==> config.mk <==
export PLATFORM = sky130hd
export DESIGN_NAME = ctrl_fsm_flat
export DESIGN_NICKNAME = d
export VERILOG_FILES = /design/src/rtl/cpu_pkg.sv /design/src/rtl/ctrl_fsm_if.sv /design/src/rtl/ctrl_wait_timer.sv /design/src/rtl/ctrl_fsm.sv /design/src/flat_wrapper.sv
export SDC_FILE = /design/constraint.sdc
export NUM_CORES = 1
export LEC_CHECK = 0
export BUFFER_PORTS_ARGS = -buffer_cell sky130_fd_sc_hd__buf_2
export CAP_MARGIN = 30
export CORE_MARGIN = 2
export CORE_UTILIZATION = 53
export CTS_CLUSTER_SIZE = 28
export DETAILED_ROUTE_END_ITERATION = 8
export HOLD_SLACK_MARGIN = 0.05
export PLACE_DENSITY = 0.94
export SLEW_MARGIN = 20
export SYNTH_ARGS = -nofsm -noshare
export SYNTH_HDL_FRONTEND = slang
export SYNTH_SLANG_ARGS = --single-unit
==> constraint.sdc <==
create_clock -name clk -period 6.52 [get_ports clk]
set_clock_uncertainty 0.05 [all_clocks]
set_input_delay 1.956 -clock clk [delete_from_list [all_inputs] [get_ports clk]]
set_output_delay 1.956 -clock clk [all_outputs]
set_load 0.01 [all_outputs]
==> src/rtl/cpu_pkg.sv <==
// Shared definitions for the 16-bit core control path.
// Contents: opcodes, FSM state codes, and the PC / write-back select codes.
package cpu_pkg;

   localparam int OPW = 4;

   localparam logic [3:0] OP_ADD = 4'h0;
   localparam logic [3:0] OP_SUB = 4'h1;
   localparam logic [3:0] OP_AND = 4'h2;
   localparam logic [3:0] OP_OR  = 4'h3;
   localparam logic [3:0] OP_XOR = 4'h4;
   localparam logic [3:0] OP_NOT = 4'h5;
   localparam logic [3:0] OP_SHL = 4'h6;
   localparam logic [3:0] OP_SHR = 4'h7;
   localparam logic [3:0] OP_LI  = 4'h8;
   localparam logic [3:0] OP_LW  = 4'h9;
   localparam logic [3:0] OP_SW  = 4'hA;
   localparam logic [3:0] OP_BIZ = 4'hB;
   localparam logic [3:0] OP_BNZ = 4'hC;
   localparam logic [3:0] OP_JAL = 4'hD;
   localparam logic [3:0] OP_JMP = 4'hE;
   localparam logic [3:0] OP_JR  = 4'hF;

   localparam logic [3:0] FUNC_EOE = 4'hF;

   typedef enum logic [2:0] {
      ST_IDLE   = 3'd0,
      ST_FETCH  = 3'd1,
      ST_DECODE = 3'd2,
      ST_EXEC   = 3'd3,
      ST_MEM    = 3'd4,
      ST_WB     = 3'd5,
      ST_HALT   = 3'd6,
      ST_FAULT  = 3'd7
   } state_t;

   localparam logic [1:0] PC_SEL_INC = 2'd0;
   localparam logic [1:0] PC_SEL_IMM = 2'd1;
   localparam logic [1:0] PC_SEL_REG = 2'd2;

   localparam logic [1:0] WB_SEL_ALU = 2'd0;
   localparam logic [1:0] WB_SEL_IMM = 2'd1;
   localparam logic [1:0] WB_SEL_MEM = 2'd2;
   localparam logic [1:0] WB_SEL_PC1 = 2'd3;

   function automatic logic is_alu_op(input logic [3:0] op);
      return ~op[3];
   endfunction

endpackage

==> src/rtl/ctrl_fsm_if.sv <==
// Handshake and strobe bundle between ctrl_fsm and the datapath / memories.
// CTRL_PERF_EN adds the retired and cycles counter outputs.
interface ctrl_fsm_if #(parameter int OPW = cpu_pkg::OPW);

   logic           start;
   logic [OPW-1:0] opcode;
   logic [OPW-1:0] func;
   logic           zero;
   logic           imem_ready;
   logic           dmem_ready;

   logic           imem_req;
   logic           ir_load;
   logic           pc_we;
   logic [1:0]     pc_sel;
   logic [OPW-1:0] alu_op;
   logic           reg_we;
   logic [1:0]     wb_sel;
   logic           dmem_re;
   logic           dmem_we;
   logic           halted;
   logic           fault;
   logic [2:0]     state;
`ifdef CTRL_PERF_EN
   logic [15:0]    retired;
   logic [15:0]    cycles;
`endif

   modport slave (
      input  start, opcode, func, zero, imem_ready, dmem_ready,
      output imem_req, ir_load, pc_we, pc_sel, alu_op, reg_we, wb_sel,
             dmem_re, dmem_we, halted, fault, state
`ifdef CTRL_PERF_EN
      , retired, cycles
`endif
   );

   modport master (
      output start, opcode, func, zero, imem_ready, dmem_ready,
      input  imem_req, ir_load, pc_we, pc_sel, alu_op, reg_we, wb_sel,
             dmem_re, dmem_we, halted, fault, state
`ifdef CTRL_PERF_EN
      , retired, cycles
`endif
   );

endinterface

==> src/rtl/ctrl_wait_timer.sv <==
// Ready-handshake wait counter shared by FETCH and MEM.
// o_timeout flags the last allowed wait cycle while ready is still low.
module ctrl_wait_timer
   import cpu_pkg::*;
#(
   parameter int TIMEOUT = 16
) (
   input  logic clk,
   input  logic rst,
   input  logic i_clr,
   input  logic i_en,
   input  logic i_ready,
   output logic o_timeout
);

   localparam int CW = $clog2(TIMEOUT);
   localparam logic [CW-1:0] LAST = CW'(TIMEOUT - 1);

   logic [CW-1:0] r_cnt;

   always_ff @(posedge clk or posedge rst) begin
      if (rst) begin
         r_cnt <= '0;
      end else if (i_clr) begin
         r_cnt <= '0;
      end else if (i_en && !i_ready && !o_timeout) begin
         r_cnt <= r_cnt + 1'b1;
      end
   end

   assign o_timeout = i_en && !i_ready && (r_cnt == LAST);

endmodule

==> src/rtl/ctrl_fsm.sv <==
// Multi-cycle control unit for the 16-bit core: fetch/decode/exec/mem/wb sequencing.
// CTRL_PERF_EN adds retired-instruction and active-cycle counters.
//
// state  | meaning
// IDLE   | waiting for start
// FETCH  | imem_req high until imem_ready, IR load
// DECODE | opcode latched into r_op
// EXEC   | ALU op, branch/jump resolution, EOE detect
// MEM    | LW/SW held until dmem_ready
// WB     | regfile write plus PC advance
// HALT   | EOE retired, sticky until rst
// FAULT  | handshake timeout, sticky until rst
module ctrl_fsm
   import cpu_pkg::*;
#(
   parameter int TIMEOUT = 16
) (
   input  logic        clk,
   input  logic        rst,
   ctrl_fsm_if.slave   bus
);

   state_t     r_state;
   state_t     w_state_nxt;
   logic [3:0] r_op;

   logic       w_imem_req, w_ir_load, w_pc_we, w_reg_we;
   logic       w_dmem_re, w_dmem_we, w_halted, w_fault;
   logic [1:0] w_pc_sel, w_wb_sel;
   logic [3:0] w_alu_op;
   logic       w_timeout, w_wait_en, w_ready, w_clr, w_is_eoe;

   always_ff @(posedge clk or posedge rst) begin
      if (rst) begin
         r_state <= ST_IDLE;
         r_op    <= '0;
      end else begin
         r_state <= w_state_nxt;
         if (r_state == ST_DECODE) r_op <= bus.opcode;
      end
   end

   assign w_wait_en = (r_state == ST_FETCH) || (r_state == ST_MEM);
   assign w_ready   = (r_state == ST_FETCH) ? bus.imem_ready : bus.dmem_ready;
   // FETCH and MEM only self-loop while waiting, so any state change is an entry
   assign w_clr     = (w_state_nxt != r_state);
   assign w_is_eoe  = (bus.func == FUNC_EOE);

   ctrl_wait_timer #(.TIMEOUT(TIMEOUT)) u_wait_timer (
      .clk       (clk),
      .rst       (rst),
      .i_clr     (w_clr),
      .i_en      (w_wait_en),
      .i_ready   (w_ready),
      .o_timeout (w_timeout)
   );

   always_comb begin
      w_state_nxt = r_state;
      w_imem_req  = 1'b0;
      w_ir_load   = 1'b0;
      w_pc_we     = 1'b0;
      w_pc_sel    = PC_SEL_INC;
      w_alu_op    = OP_ADD;
      w_reg_we    = 1'b0;
      w_wb_sel    = WB_SEL_ALU;
      w_dmem_re   = 1'b0;
      w_dmem_we   = 1'b0;
      w_halted    = 1'b0;
      w_fault     = 1'b0;
      case (r_state)
         ST_IDLE: begin
            if (bus.start) w_state_nxt = ST_FETCH;
         end
         ST_FETCH: begin
            w_imem_req = 1'b1;
            if (bus.imem_ready) begin
               w_ir_load   = 1'b1;
               w_state_nxt = ST_DECODE;
            end else if (w_timeout) begin
               w_state_nxt = ST_FAULT;
            end
         end
         ST_DECODE: begin
            w_state_nxt = (bus.opcode == OP_LI) ? ST_WB : ST_EXEC;
         end
         ST_EXEC: begin
            w_alu_op = is_alu_op(r_op) ? r_op : OP_ADD;
            case (r_op)
               OP_LW, OP_SW: w_state_nxt = ST_MEM;
               OP_BIZ: begin
                  w_pc_we     = 1'b1;
                  w_pc_sel    = bus.zero ? PC_SEL_IMM : PC_SEL_INC;
                  w_state_nxt = ST_FETCH;
               end
               OP_BNZ: begin
                  w_pc_we     = 1'b1;
                  w_pc_sel    = bus.zero ? PC_SEL_INC : PC_SEL_IMM;
                  w_state_nxt = ST_FETCH;
               end
               OP_JMP: begin
                  w_pc_we     = 1'b1;
                  w_pc_sel    = PC_SEL_IMM;
                  w_state_nxt = ST_FETCH;
               end
               OP_JR: begin
                  if (w_is_eoe) begin
                     w_state_nxt = ST_HALT;
                  end else begin
                     w_pc_we     = 1'b1;
                     w_pc_sel    = PC_SEL_REG;
                     w_state_nxt = ST_FETCH;
                  end
               end
               default: w_state_nxt = ST_WB;
            endcase
         end
         ST_MEM: begin
            w_dmem_re = (r_op == OP_LW);
            w_dmem_we = (r_op != OP_LW);
            if (bus.dmem_ready) begin
               if (r_op == OP_LW) begin
                  w_state_nxt = ST_WB;
               end else begin
                  w_pc_we     = 1'b1;
                  w_state_nxt = ST_FETCH;
               end
            end else if (w_timeout) begin
               w_state_nxt = ST_FAULT;
            end
         end
         ST_WB: begin
            w_reg_we    = 1'b1;
            w_pc_we     = 1'b1;
            w_state_nxt = ST_FETCH;
            case (r_op)
               OP_LI:  w_wb_sel = WB_SEL_IMM;
               OP_LW:  w_wb_sel = WB_SEL_MEM;
               OP_JAL: begin
                  w_wb_sel = WB_SEL_PC1;
                  w_pc_sel = PC_SEL_IMM;
               end
               default: w_wb_sel = WB_SEL_ALU;
            endcase
         end
         ST_HALT:  w_halted = 1'b1;
         ST_FAULT: w_fault  = 1'b1;
         default:  w_state_nxt = ST_IDLE;
      endcase
   end

   assign bus.imem_req = w_imem_req;
   assign bus.ir_load  = w_ir_load;
   assign bus.pc_we    = w_pc_we;
   assign bus.pc_sel   = w_pc_sel;
   assign bus.alu_op   = w_alu_op;
   assign bus.reg_we   = w_reg_we;
   assign bus.wb_sel   = w_wb_sel;
   assign bus.dmem_re  = w_dmem_re;
   assign bus.dmem_we  = w_dmem_we;
   assign bus.halted   = w_halted;
   assign bus.fault    = w_fault;
   assign bus.state    = r_state;

`ifdef CTRL_PERF_EN
   logic [15:0] r_retired;
   logic [15:0] r_cycles;
   logic        w_retire, w_active;

   assign w_retire = ((w_state_nxt == ST_FETCH) &&
                      (r_state == ST_EXEC || r_state == ST_MEM || r_state == ST_WB)) ||
                     ((w_state_nxt == ST_HALT) && (r_state != ST_HALT));
   // counting starts with the cycle that accepts start
   assign w_active = ((r_state != ST_IDLE) && (r_state != ST_HALT) && (r_state != ST_FAULT)) ||
                     ((r_state == ST_IDLE) && bus.start);

   always_ff @(posedge clk or posedge rst) begin
      if (rst) begin
         r_retired <= '0;
         r_cycles  <= '0;
      end else begin
         if (w_retire) r_retired <= r_retired + 16'd1;
         if (w_active) r_cycles  <= r_cycles + 16'd1;
      end
   end

   assign bus.retired = r_retired;
   assign bus.cycles  = r_cycles;
`endif

endmodule
==> src/flat_wrapper.sv <==
// flat-port wrapper written by rule: the top's interface ports become plain ports
module ctrl_fsm_flat import cpu_pkg::*;
#(
   parameter int TIMEOUT = 16
)
  (clk, rst, bus_start, bus_opcode, bus_func, bus_zero, bus_imem_ready, bus_dmem_ready, bus_imem_req, bus_ir_load, bus_pc_we, bus_pc_sel, bus_alu_op, bus_reg_we, bus_wb_sel, bus_dmem_re, bus_dmem_we, bus_halted, bus_fault, bus_state);
  ctrl_fsm_if bus_i ();
  input  logic clk;
  input  logic rst;
  input wire logic [$bits(bus_i.start)-1:0] bus_start;
  input wire logic [$bits(bus_i.opcode)-1:0] bus_opcode;
  input wire logic [$bits(bus_i.func)-1:0] bus_func;
  input wire logic [$bits(bus_i.zero)-1:0] bus_zero;
  input wire logic [$bits(bus_i.imem_ready)-1:0] bus_imem_ready;
  input wire logic [$bits(bus_i.dmem_ready)-1:0] bus_dmem_ready;
  output wire logic [$bits(bus_i.imem_req)-1:0] bus_imem_req;
  output wire logic [$bits(bus_i.ir_load)-1:0] bus_ir_load;
  output wire logic [$bits(bus_i.pc_we)-1:0] bus_pc_we;
  output wire logic [$bits(bus_i.pc_sel)-1:0] bus_pc_sel;
  output wire logic [$bits(bus_i.alu_op)-1:0] bus_alu_op;
  output wire logic [$bits(bus_i.reg_we)-1:0] bus_reg_we;
  output wire logic [$bits(bus_i.wb_sel)-1:0] bus_wb_sel;
  output wire logic [$bits(bus_i.dmem_re)-1:0] bus_dmem_re;
  output wire logic [$bits(bus_i.dmem_we)-1:0] bus_dmem_we;
  output wire logic [$bits(bus_i.halted)-1:0] bus_halted;
  output wire logic [$bits(bus_i.fault)-1:0] bus_fault;
  output wire logic [$bits(bus_i.state)-1:0] bus_state;
  assign bus_i.start = bus_start;
  assign bus_i.opcode = bus_opcode;
  assign bus_i.func = bus_func;
  assign bus_i.zero = bus_zero;
  assign bus_i.imem_ready = bus_imem_ready;
  assign bus_i.dmem_ready = bus_dmem_ready;
  assign bus_imem_req = bus_i.imem_req;
  assign bus_ir_load = bus_i.ir_load;
  assign bus_pc_we = bus_i.pc_we;
  assign bus_pc_sel = bus_i.pc_sel;
  assign bus_alu_op = bus_i.alu_op;
  assign bus_reg_we = bus_i.reg_we;
  assign bus_wb_sel = bus_i.wb_sel;
  assign bus_dmem_re = bus_i.dmem_re;
  assign bus_dmem_we = bus_i.dmem_we;
  assign bus_halted = bus_i.halted;
  assign bus_fault = bus_i.fault;
  assign bus_state = bus_i.state;
  ctrl_fsm #(.TIMEOUT(TIMEOUT)) u_core (.clk(clk), .rst(rst), .bus(bus_i));
endmodule
==> run metrics <==
status complete, no violations; hold path depth 2; PortBufs 31; # clock sinks 11; Max Cap Viol 0; maximum clock frequency 188.6 MHz; total global routing overflow 0; slew margin rel. 57.89%; Max IR drop VDD 0.0003031 V; final WL 2160 microns; DPL Wire Length 1613 microns; Vias/cell 5.720; r2r endpoint u_core.u_wait_timer.r_cnt[3]; Tot GR Track Use 21.42%; RSZ-0062 raised after global routing false; Hold Fails Final Rpt 0; share of flip-flops with an asynchronous set or reset 100.0%; H-tree depth 1; Place WS 1335 ps; CTS Buf Count 3; total number of vias 921; CORE AREA 0.001708 sq mm; setup ws final 1217 ps; CP Capture Type output port; Synth Cell Area 942.2 sq um; RR Startpoint u_core.bus.state[0]; dominant cell type by area after synthesis dfrtp_1; Pint 0.2417 mW; Post-synth EDFFs 0; final antenna-violating net count 0; Crit Path Max Fanout 3; Reg area 275.3 sq um; Clock power frac 10.0%; max-slew violation count 0; Hold WC Path Type reg -> reg; Post-CTS Hold Fix Bufs 0; Seq/Total Area, Yosys 29.22%; Post-synth top flop dfrtp_1; Mapped Nets 123; flop-to-flop setup slack 4140 ps; final estimated routing congestion in global placement 0.7856; Yosys top cell area share 29.22%; combinational share of power 55.1%; post-layout min period 5303 ps; I/O pin cnt 33; worst hold path endpoint u_core.u_wait_timer.r_cnt[0]; CTS tree yes; Synth Instances 108; antenna cells 0; Tot Pwr 0.4626 mW; synthesis-stage register bit count 11; Worst Path Required 4510 ps; Setup Crit Path Kind in -> out; Layout area overhead 17.53%; DRT iter0 DRCs 32; die height 46.16 microns; area of the multi-input gates 599.3 sq um; # DRC 0; Min Hold Slack 553.9 ps; Critical Path Source Type primary input; row count 15; die width 46.16 microns; CTS resizes 0; Slew @ Worst Pin 627.4 ps; synth warn 0; Max Buffers Root-to-Sink 2; fin nets 152; Synth area leaders dfrtp_1, mux2i_1, mux2_2; clk_lat worst skew 260 ps; post-synthesis cell type count 42; initial antenna violation count 0; global-route wire length before repair 3374 microns; syn avg cell area 8.724 sq um; DRT Pass-1 Iters 4; Reg power frac 34.9%; Setup Total Neg Slack 0 ps; final core occ 64.84%; Leak 0.5239 nW; fin crit share 81.34%; # fillers 148; die area 0.002131 sq mm; DR WL/cell 13.42 microns; layout cell share with drive strength beyond 1 32.35%; Switching Fraction 47.75%; reg2reg path depth 6; P_sw 0.2209 mW; Worst Hold Launch u_core.u_wait_timer.r_cnt[0]; largest net degree at the start of global routing 20; final setup fails 0; CTS root buf clkbuf_4; Worst-path clk slew 70 ps; initial core utilization 55.16%; Setup Fix Bufs, Post-CTS 0; pwr/cell area 417.8 mW/mm^2; Critical Path AT 3300 ps; vias in the first global route 785
[cell usage in the layout (no fill, tap or decap), types with 3 or more instances in the layout]
cell type | synthesis | layout
and2_1 | 6 | 6
nor2_1 | 9 | 9
mux2i_1 | 5 | 5
inv_1 | 5 | 5
clkbuf_4 | 0 | 3
nor4_1 | 4 | 4
nor3_1 | 6 | 6
nand3_1 | 3 | 3
dfrtp_1 | 11 | 11
xnor2_1 | 3 | 3
nand2_1 | 6 | 6
a21oi_1 | 3 | 3
buf_2 | 3 | 31
o21ai_0 | 3 | 3
mux2_2 | 4 | 4
nor3b_1 | 4 | 4
[cell type report]
| type | instances | share of cell area, % |
|---|---|---|
| clock buffer | 3 | 2.034 |
| tap | 25 | 2.825 |
| multi-input combinational | 85 | 54.12 |
| clock inverter | 1 | 0.4520 |
| sequential | 11 | 24.86 |
| timing repair buffer | 31 | 14.01 |
| inverter | 5 | 1.695 |
[metrics by stage]
step	cells	cell area, sq um
global placement	157	1080
detailed placement	157	1080
CTS	161	1107
global route	161	1107
floorplan	108	942.2
finish	161	1107
[cell usage after synthesis, types with 3 or more instances]
cell type,number
dfrtp_1,11
nor2_1,9
and2_1,6
nand2_1,6
nor3_1,6
inv_1,5
mux2i_1,5
mux2_2,4
nor3b_1,4
nor4_1,4
a21oi_1,3
buf_2,3
nand3_1,3
o21ai_0,3
xnor2_1,3
[state kept, by name, summed over array words and instances (netlist names)]
register and count:
u_core.r_op 4, u_core.bus.state 3, u_core.u_wait_timer.r_cnt 4
[power by group through the flow]
stage | Sequential [mW] | Clock, mW | Combinational [mW]
2_1_floorplan | 0.120 | 0 | 0.238
3_3_place_gp | 0.158 | 0 | 0.240
3_5_place_dp | 0.161 | 0 | 0.250
4_1_cts | 0.159 | 0.0479 | 0.254
5_1_grt | 0.170 | 0.0511 | 0.276
6_report | 0.162 | 0.0462 | 0.255
[how the worst max path moves through the flow]
stage	cells after the start	end	start	slack, ps
2_1_floorplan	4	bus_pc_we	bus_func[2]	1540
3_3_place_gp	6	bus_pc_we	bus_func[2]	1350
3_5_place_dp	6	bus_pc_we	bus_func[2]	1330
4_1_cts	7	bus_pc_we	bus_opcode[0]	1280
5_1_grt	7	bus_pc_we	bus_opcode[0]	1210
6_report	7	bus_pc_we	bus_opcode[0]	1220
[layer usage]
metal | vias to the layer above | track usage [%] | part of all wire (%) | routed length, microns
met1 | 428 | 30.83 | 41 | 893
met3 | 6 | 3.922 | 7.9 | 170
li1 | 437 | - | - | -
met4 | 0 | 5.714 | 1.6 | 34
met5 | - | 0 | 0 | 0
met2 | 50 | 32.78 | 49 | 1061
[cell families after synthesis]
logic type	synth area share, %
compound gates	8.499
xor+xnor	3.719
fa+ha+maj	1.328
buf+inv	7.171
flops	29.22
mux	10.09
other cells	0.3980
simple gates	39.58
[worst max-delay path, cell delays in order]
cell and delay (ps):
buf_2 100, nor4b_1 510, nand2_1 130, a21oi_1 160
or3_1 200, o21bai_1 90, buf_2 140
(Power assumes the default switching activity.)
